==> config.mk <==
export PLATFORM = sky130hd
export DESIGN_NAME = e_x_preprocess_core
export DESIGN_NICKNAME = d
export VERILOG_FILES = /design/src/rtl/e_x_pkg.sv /design/src/rtl/mul_pipe.sv /design/src/rtl/e_x_preprocess_core.sv
export SDC_FILE = /design/constraint.sdc
export NUM_CORES = 2
export LEC_CHECK = 0
export BUFFER_PORTS_ARGS = -buffer_cell sky130_fd_sc_hd__clkbuf_2
export CORE_UTILIZATION = 45
export CTS_CLUSTER_DIAMETER = 60
export DETAILED_ROUTE_END_ITERATION = 7
export PLACE_DENSITY_LB_ADDON = 0.08
export SLEW_MARGIN = 20
export SYNTH_ARGS = -nofsm -noshare
export SYNTH_HDL_FRONTEND = slang
export SYNTH_SLANG_ARGS = --single-unit
==> constraint.sdc <==
create_clock -name clk -period 8.3 [get_ports clk]
set_input_delay 0.415 -clock clk [delete_from_list [all_inputs] [get_ports clk]]
set_output_delay 0.415 -clock clk [all_outputs]
set_load 0.02 [all_outputs]
==> src/rtl/e_x_pkg.sv <==
// Shared constants and types for the e^x range-reduction front end.
// Number formats: x is Q4.28, t is Q8.28, k is a signed integer, r is Q0.27.
package e_x_pkg;

    // Field widths
    localparam int X_W = 32;   // signed Q4.28 argument
    localparam int T_W = 36;   // signed Q8.28 base-2 exponent
    localparam int K_W = 5;    // signed integer part of t
    localparam int R_W = 27;   // unsigned Q0.27 residual
    localparam int C_W = 32;   // width of the two multiplier constants

    // Fractional bit counts
    localparam int X_FRAC     = 28;
    localparam int R_FRAC     = 27;
    localparam int LOG2E_FRAC = 30;
    localparam int LN2_FRAC   = 32;

    // Multiplier constants
    localparam logic [C_W-1:0] LOG2E = 32'h5C551D95;   // log2(e), Q2.30
    localparam logic [C_W-1:0] LN2   = 32'hB17217F8;   // ln(2),   Q0.32

    // Product rescaling: Q6.58 -> Q8.28 and Q0.60 -> Q0.27
    localparam int T_SHIFT = LOG2E_FRAC;
    localparam int R_SHIFT = X_FRAC + LN2_FRAC - R_FRAC;

    // Packed output word: y = {k, r}
    typedef struct packed {
        logic signed [K_W-1:0] k;
        logic        [R_W-1:0] r;
    } exp_split_t;

endpackage

==> src/rtl/mul_pipe.sv <==
// Registered multiplier: p = (a * b) >>> SHIFT, truncated to OUT_W bits.
// Operand a is signed or unsigned depending on A_SIGNED; b is always unsigned.
// The shift is arithmetic, so dropping fraction bits rounds toward -inf.
module mul_pipe #(
    parameter int A_W      = 32,
    parameter int B_W      = 32,
    parameter bit A_SIGNED = 1'b1,
    parameter int SHIFT    = 0,
    parameter int OUT_W    = 64
) (
    input  logic             clk,
    input  logic             rst,
    input  logic [A_W-1:0]   a,
    input  logic [B_W-1:0]   b,
    output logic [OUT_W-1:0] p
);

    // One spare bit so unsigned x unsigned also fits as a signed product
    localparam int P_W = A_W + B_W + 1;

    logic signed [P_W-1:0] a_ext;
    logic signed [P_W-1:0] b_ext;
    logic signed [P_W-1:0] prod;
    logic signed [P_W-1:0] shifted;
    logic                  unused_shifted;

    assign a_ext   = A_SIGNED ? {{(P_W-A_W){a[A_W-1]}}, a} : {{(P_W-A_W){1'b0}}, a};
    assign b_ext   = {{(P_W-B_W){1'b0}}, b};
    assign prod    = a_ext * b_ext;
    assign shifted = prod >>> SHIFT;

    // Bits above OUT_W are known to be sign copies for the ranges this block sees
    assign unused_shifted = ^shifted;

    // Product register
    // NOTE: the reset is in the sensitivity list, so the register clears the
    // moment rst rises instead of waiting for the next clock edge.
    always_ff @(posedge clk or posedge rst) begin
        if (rst) begin
            p <= '0;
        end else begin
            // NOTE: non-blocking, so every pipeline stage samples its
            // pre-edge input regardless of always-block ordering.
            p <= shifted[OUT_W-1:0];
        end
    end

endmodule

==> src/rtl/e_x_preprocess_core.sv <==
// Range reduction for e^x: e^x = 2^k * e^r with integer k and 0 <= r < ln2.
// Three register stages: x_q, t_q (inside the first multiplier), and y
// (k_q plus the residual register inside the second multiplier).
module e_x_preprocess_core
    import e_x_pkg::*;
(
    input  logic        clk,
    input  logic        rst,
    input  logic [31:0] x,
    output logic [31:0] y
);

    logic [X_W-1:0]        x_q;
    logic [T_W-1:0]        t_q;
    logic signed [K_W-1:0] k_q;
    logic [R_W-1:0]        r_q;
    exp_split_t            y_s;
    logic                  unused_t_hi;

    // Stage 1: capture the argument
    always_ff @(posedge clk or posedge rst) begin
        if (rst) begin
            x_q <= '0;
        end else begin
            x_q <= x;
        end
    end

    // Stage 2: t = floor(x * log2e) kept in Q8.28
    mul_pipe #(
        .A_W      (X_W),
        .B_W      (C_W),
        .A_SIGNED (1'b1),
        .SHIFT    (T_SHIFT),
        .OUT_W    (T_W)
    ) u_mul_log2e (
        .clk (clk),
        .rst (rst),
        .a   (x_q),
        .b   (LOG2E),
        .p   (t_q)
    );

    // Stage 3: r = frac(t) * ln2 in Q0.27; frac(t) is the low bits of the
    // two's-complement t, which is what makes negative t floor correctly
    mul_pipe #(
        .A_W      (X_FRAC),
        .B_W      (C_W),
        .A_SIGNED (1'b0),
        .SHIFT    (R_SHIFT),
        .OUT_W    (R_W)
    ) u_mul_ln2 (
        .clk (clk),
        .rst (rst),
        .a   (t_q[X_FRAC-1:0]),
        .b   (LN2),
        .p   (r_q)
    );

    // Stage 3: carry the integer part alongside the residual multiply
    always_ff @(posedge clk or posedge rst) begin
        if (rst) begin
            k_q <= '0;
        end else begin
            k_q <= t_q[X_FRAC+K_W-1:X_FRAC];
        end
    end

    // |t| < 11.55, so the top bits of t only ever repeat the sign of k
    assign unused_t_hi = ^t_q[T_W-1:X_FRAC+K_W];

    assign y_s.k = k_q;
    assign y_s.r = r_q;
    assign y     = y_s;

endmodule

=== After elaboration in Yosys (flattened, before gate mapping) ===
Index checks and enable logic that the tools add are counted.

* Multiply operators: 2

{| class="wikitable"
|+ Operator list
! operator !! number
|-
| multiplier 32 x 32 -> 63 bit, second input constant || 1
|-
| multiplier 28 x 29 -> 57 bit, second input constant || 1
|}

* Register bits: 97
* Input bits: 34
* Logic and storage cells: 6

=== Longest topological paths before layout ===
* Depth after elaboration: 1
* Depth in mapped cells: 28
* Depth with buffers taken out: 27

=== By module ===
A second synthesis with hierarchy kept.

* Cells, all modules: 6,904
* Area total of the unflattened synthesis: 63,931.3 µm²

{| class="wikitable"
|+ By module, submodules not included
! module !! instances !! cells an instance !! area an instance (µm²)
|-
| mul_pipe (u_mul_log2e) || 1 || 3,707 || 34,311.7
|-
| mul_pipe (u_mul_ln2) || 1 || 3,157 || 28,682.5
|-
| e_x_preprocess_core || 1 || 40 || 937.1
|}

=== Worst setup path after synthesis ===
No wires, ideal clock.

* Kind: flip-flop to flip-flop
* From: reg x_q[31]
* To: reg u_mul_log2e.p[32]
* Library setup time: 0.080 ns
* Arrival time: 7.584 ns
* Data required time: 8.220 ns
* Slack: 0.636 ns
* Cell stages (with the launch flop): 20
* Path buffers: 1
* Clock period less this slack: 7.664 ns
* Cell sequence: dfrtp_1 > clkbuf_1 > inv_1 > fa_1 > fa_1 > inv_1 > fa_1 > fa_1 > fa_1 > fa_1 > ha_1 > and4_1 > nand4_1 > a2bb2oi_1 > nand3_1 > a221oi_1 > a2bb2oi_1 > o21ai_1 > a21oi_1 > xnor2_1

* Word-level cells in the longest chain between the ends: 1

{| class="wikitable"
|+ Ends and longest elaborated chain
! element !! RTL line !! RTL
|-
| from (decl) || e_x_preprocess_core.sv:13 || <nowiki>logic [X_W-1:0] x_q;</nowiki>
|-
| from (signal assigned) || e_x_preprocess_core.sv:23 || <nowiki>x_q <= '0;</nowiki>
|-
| from (signal assigned) || e_x_preprocess_core.sv:25 || <nowiki>x_q <= x;</nowiki>
|-
| multiplier 32 x 32 -> 63 bit || mul_pipe.sv:29 || <nowiki>assign prod = a_ext * b_ext;</nowiki>
|-
| named net u_mul_log2e.prod[62] || mul_pipe.sv:23 || <nowiki>logic signed [P_W-1:0] prod;</nowiki>
|-
| to (signal assigned) || mul_pipe.sv:44 || <nowiki>p <= shifted[OUT_W-1:0];</nowiki>
|-
| to (decl) || mul_pipe.sv:15 || <nowiki>output logic [OUT_W-1:0] p</nowiki>
|}

The timed path passes the listed nets, and every way through them passes these cells.

=== Worst setup path in the final report ===
* From: reg x_q[12]
* To: reg u_mul_log2e.p[26]

Same word-level chain as after synthesis.

==> flow_metrics.py <==
metrics = {
    "routing": {
        "wl_per_cell_um": 20.8,
        "drc_errors": 0,
        "vias": 21200,
        "dr.pass1.iters": 5,
        "wl_um": 90600,
        "ant_nets": 0,
        "drt_iter0_markers": 1018,
        "vias_per_cell": 4.88,
    },
    "grt": {
        "grt_first_pass_wirelength_um": 141000,
        "antenna_found_initial": 0,
        "grt_max_degree": 51,
        "grt_use_total_pct": 25.3,
        "first_global_vias": 24300,
        "gr-total-overflow": 0,
    },
    "flow_run": {
        "maxCapViolations": 0,
    },
    "logic_synthesis": {
        "syn_nets": 4727,
        "synth_adder_area_share_pct": 69.1,
        "ys_async_sr_fraction_pct": 100,
        "netlist_instances": 3278,
        "synth_edf_count": 0,
        "ys_seq_elements": 97,
        "synth_cell_types": 63,
        "synth-simple-area-share_pct": 2.76,
        "synth.area.mux_share_pct": 0.237,
        "yosys_warnings": 0,
        "synth_top_family_by_area": "adder cells",
        "synth_xor_area_share_pct": 2.18,
        "seq_area_frac_synth_pct": 7.19,
        "synth_compound_area_share_pct": 4.66,
        "avgSynthCellArea_sq_um": 10.3,
        "synth_ff_type": "dfrtp_1",
        "syn_area_sq_um": 33800,
    },
    "place": {
        "io_buffers": 65,
        "gp_congestion": 0.940,
        "dp_hpwl_um": 82700,
        "dpl_cell_area_sq_um": 35500,
        "dp.cells": 4331,
    },
    "floorplanning": {
        "core_area_sq_um": 74300,
        "die_x_um": 276,
        "initial_core_util_pct": 45.4,
        "die_area_sq_um": 76100,
        "dieHeight_um": 276,
        "rows": 100,
        "ios": 66,
    },
    "setup_path": {
        "cp-startpoint": "x_q[12]",
        "reg2reg_slack_ns": 0.36,
        "path_class": "reg2reg",
        "reg2reg_depth": 24,
        "cp-end-kind": "flip-flop",
        "arrival_ns": 8.23,
        "path_max_fanout": 9,
        "worst_r2r_startpoint": "x_q[12]",
        "start_kind": "flip-flop",
        "reg2reg_to": "u_mul_log2e.p[26]",
        "crit_required_ns": 8.59,
        "critPathCapture": "u_mul_log2e.p[26]",
    },
    "timing": {
        "min_period_over_period_pct": 95.6,
        "finClkSkew_ns": 0.0285,
        "grt_setup_unrepaired": "false",
        "tightest_slew_ns": 0.863,
        "whs_ns": 0.0959,
        "hold_violations": 0,
        "slew_headroom_pct": 42.1,
        "finalSetupViolations": 0,
        "fmax_mhz": 126,
        "min_period_ns": 7.94,
        "tns_ns": 0,
        "report.final.slew_viol_count": 0,
    },
    "cells_and_area": {
        "mostFrequentLayoutCells": "1236 x inv_1, 750 x fa_1, 665 x ha_1, 93 x dfrtp_1, 70 x a21oi_1",
        "fin_nets": 4822,
        "final_area_sq_um": 35800,
        "antennaDiodeCount": 0,
        "syn_to_final_growth_pct": 6.09,
        "finalNonFillerCells": 4347,
        "drive_gt1_share_pct": 3.97,
        "final_common_cell": "inv_1",
    },
    "clocking": {
        "cts_max_path_buffers": 2,
        "cts_root_buffer": "clkbuf_16",
        "cts_buffers": 9,
        "clkTransAtPathRegs_ns": 0.10,
        "htree_num_levels": 3,
        "cts_tree": "done",
        "holdBufCountCts": 0,
        "cts.sinks": 97,
        "clk-insertion-delay-late_ns": 0.41,
    },
    "status": {
        "status": "complete, no violations",
    },
    "worst_hold_path": {
        "hold_path.class": "in2async",
    },
}
==> worst min path at each step <==
stage,start,end,depth (start not counted)
final,rst,u_mul_ln2.p[15],2
after global routing,x[9],x_q[9],1
after CTS,x[9],x_q[9],1
after detailed placement,u_mul_log2e.p[30],k_q[2],0
after global placement,u_mul_log2e.p[31],k_q[3],0
after floorplan,u_mul_log2e.p[28],k_q[0],0
==> synthesized netlist by cell type, types with 3 or more instances <==
| cell type | n | area (sq um) |
|---|---|---|
| inv_1 | 1238 | 4650 |
| fa_1 | 750 | 15000 |
| ha_1 | 665 | 8320 |
| dfrtp_1 | 97 | 2430 |
| a21oi_1 | 70 | 350 |
| xnor2_1 | 52 | 455 |
| nand2_1 | 46 | 173 |
| a21o_1 | 45 | 338 |
| nor2_1 | 37 | 139 |
| o21ai_0 | 32 | 160 |
| xor2_1 | 32 | 280 |
| nand4_1 | 19 | 119 |
| nand3_1 | 18 | 90.1 |
| a31oi_1 | 15 | 93.8 |
| o21ai_1 | 15 | 75.1 |
| o21bai_1 | 12 | 90.1 |
| and3_1 | 11 | 68.8 |
| nor2b_1 | 10 | 62.6 |
| a211oi_1 | 9 | 67.6 |
| mux2i_1 | 8 | 80.1 |
| nor3_1 | 8 | 40.0 |
| clkbuf_1 | 7 | 26.3 |
| nand2b_1 | 7 | 43.8 |
| and2_1 | 6 | 37.5 |
| o211ai_1 | 6 | 45.0 |
| o21a_1 | 6 | 45.0 |
| a311oi_1 | 4 | 35.0 |
| nor4_1 | 3 | 18.8 |
==> state kept, by name (all words and copies together), names as in the netlist <==
name / cells
u_mul_log2e.p: 33
x_q: 32
u_mul_ln2.p: 27
k_q: 5
==> worst max-delay path, cell delays in order (launching register included) <==
cell,delay (ns)
dfrtp_1,0.64
ha_1,0.45
inv_1,0.09
fa_1,0.44
inv_1,0.09
fa_1,0.40
inv_1,0.07
fa_1,0.40
inv_1,0.10
fa_1,0.45
fa_1,0.57
fa_1,0.44
fa_1,0.45
ha_1,0.31
a211oi_1,0.26
o22ai_1,0.14
a311o_1,0.37
o31ai_1,0.35
buf_4,0.19
nand2_1,0.11
and3_1,0.22
o311ai_1,0.49
o311a_1,0.30
o21ai_1,0.16
xor2_4,0.32
==> metrics by stage <==
step           utilization, %  setup slack (ns)
6_report                 48.2             0.364
5_1_grt                  48.2            0.0173
4_1_cts                  48.2             0.165
2_1_floorplan               -             0.636
3_5_place_dp             47.7          -0.00800
3_3_place_gp             47.7          -0.00233
==> routing by layer <==
| metal | share of wire, % | GRT usage [%] |
|---|---|---|
| met5 | 0 | 0 |
| met4 | 3.1 | 7.63 |
| met3 | 4.4 | 4.19 |
| met2 | 48 | 42.4 |
| met1 | 44 | 33.7 |
==> cell type report <==
| type | count | area (sq um) |
|---|---|---|
| multi-input combinational | 1934 | 26700 |
| tap | 969 | 1210 |
| fill | 7130 | 38500 |
| inverter | 1238 | 4650 |
| sequential | 97 | 2430 |
| clock inverter | 7 | 68.8 |
| timing repair buffer | 93 | 536 |
| clock buffer | 9 | 225 |
==> logic make-up (layout without fill, tap and decap cells) <==
group	after synthesis	after routing
DFF	97	97
and+or+nand+nor	183	183
muxes	8	8
buffers and inverters	1247	1347
adders and majority gates	1415	1415
xor gates and xnor gates	84	84
AOI/OAI and AO/OA	244	244
==> what timing repair did <==
action / CTS / global route
buffers inserted: 0 / 0
setup endpoints to repair: 2 / 3
gates resized for setup: 2 / 6
pin swaps: 0 / 1
Power is left out: the tool's default activity adds up to more than one toggle a clock period on the data nets, which glitch-free logic cannot reach.
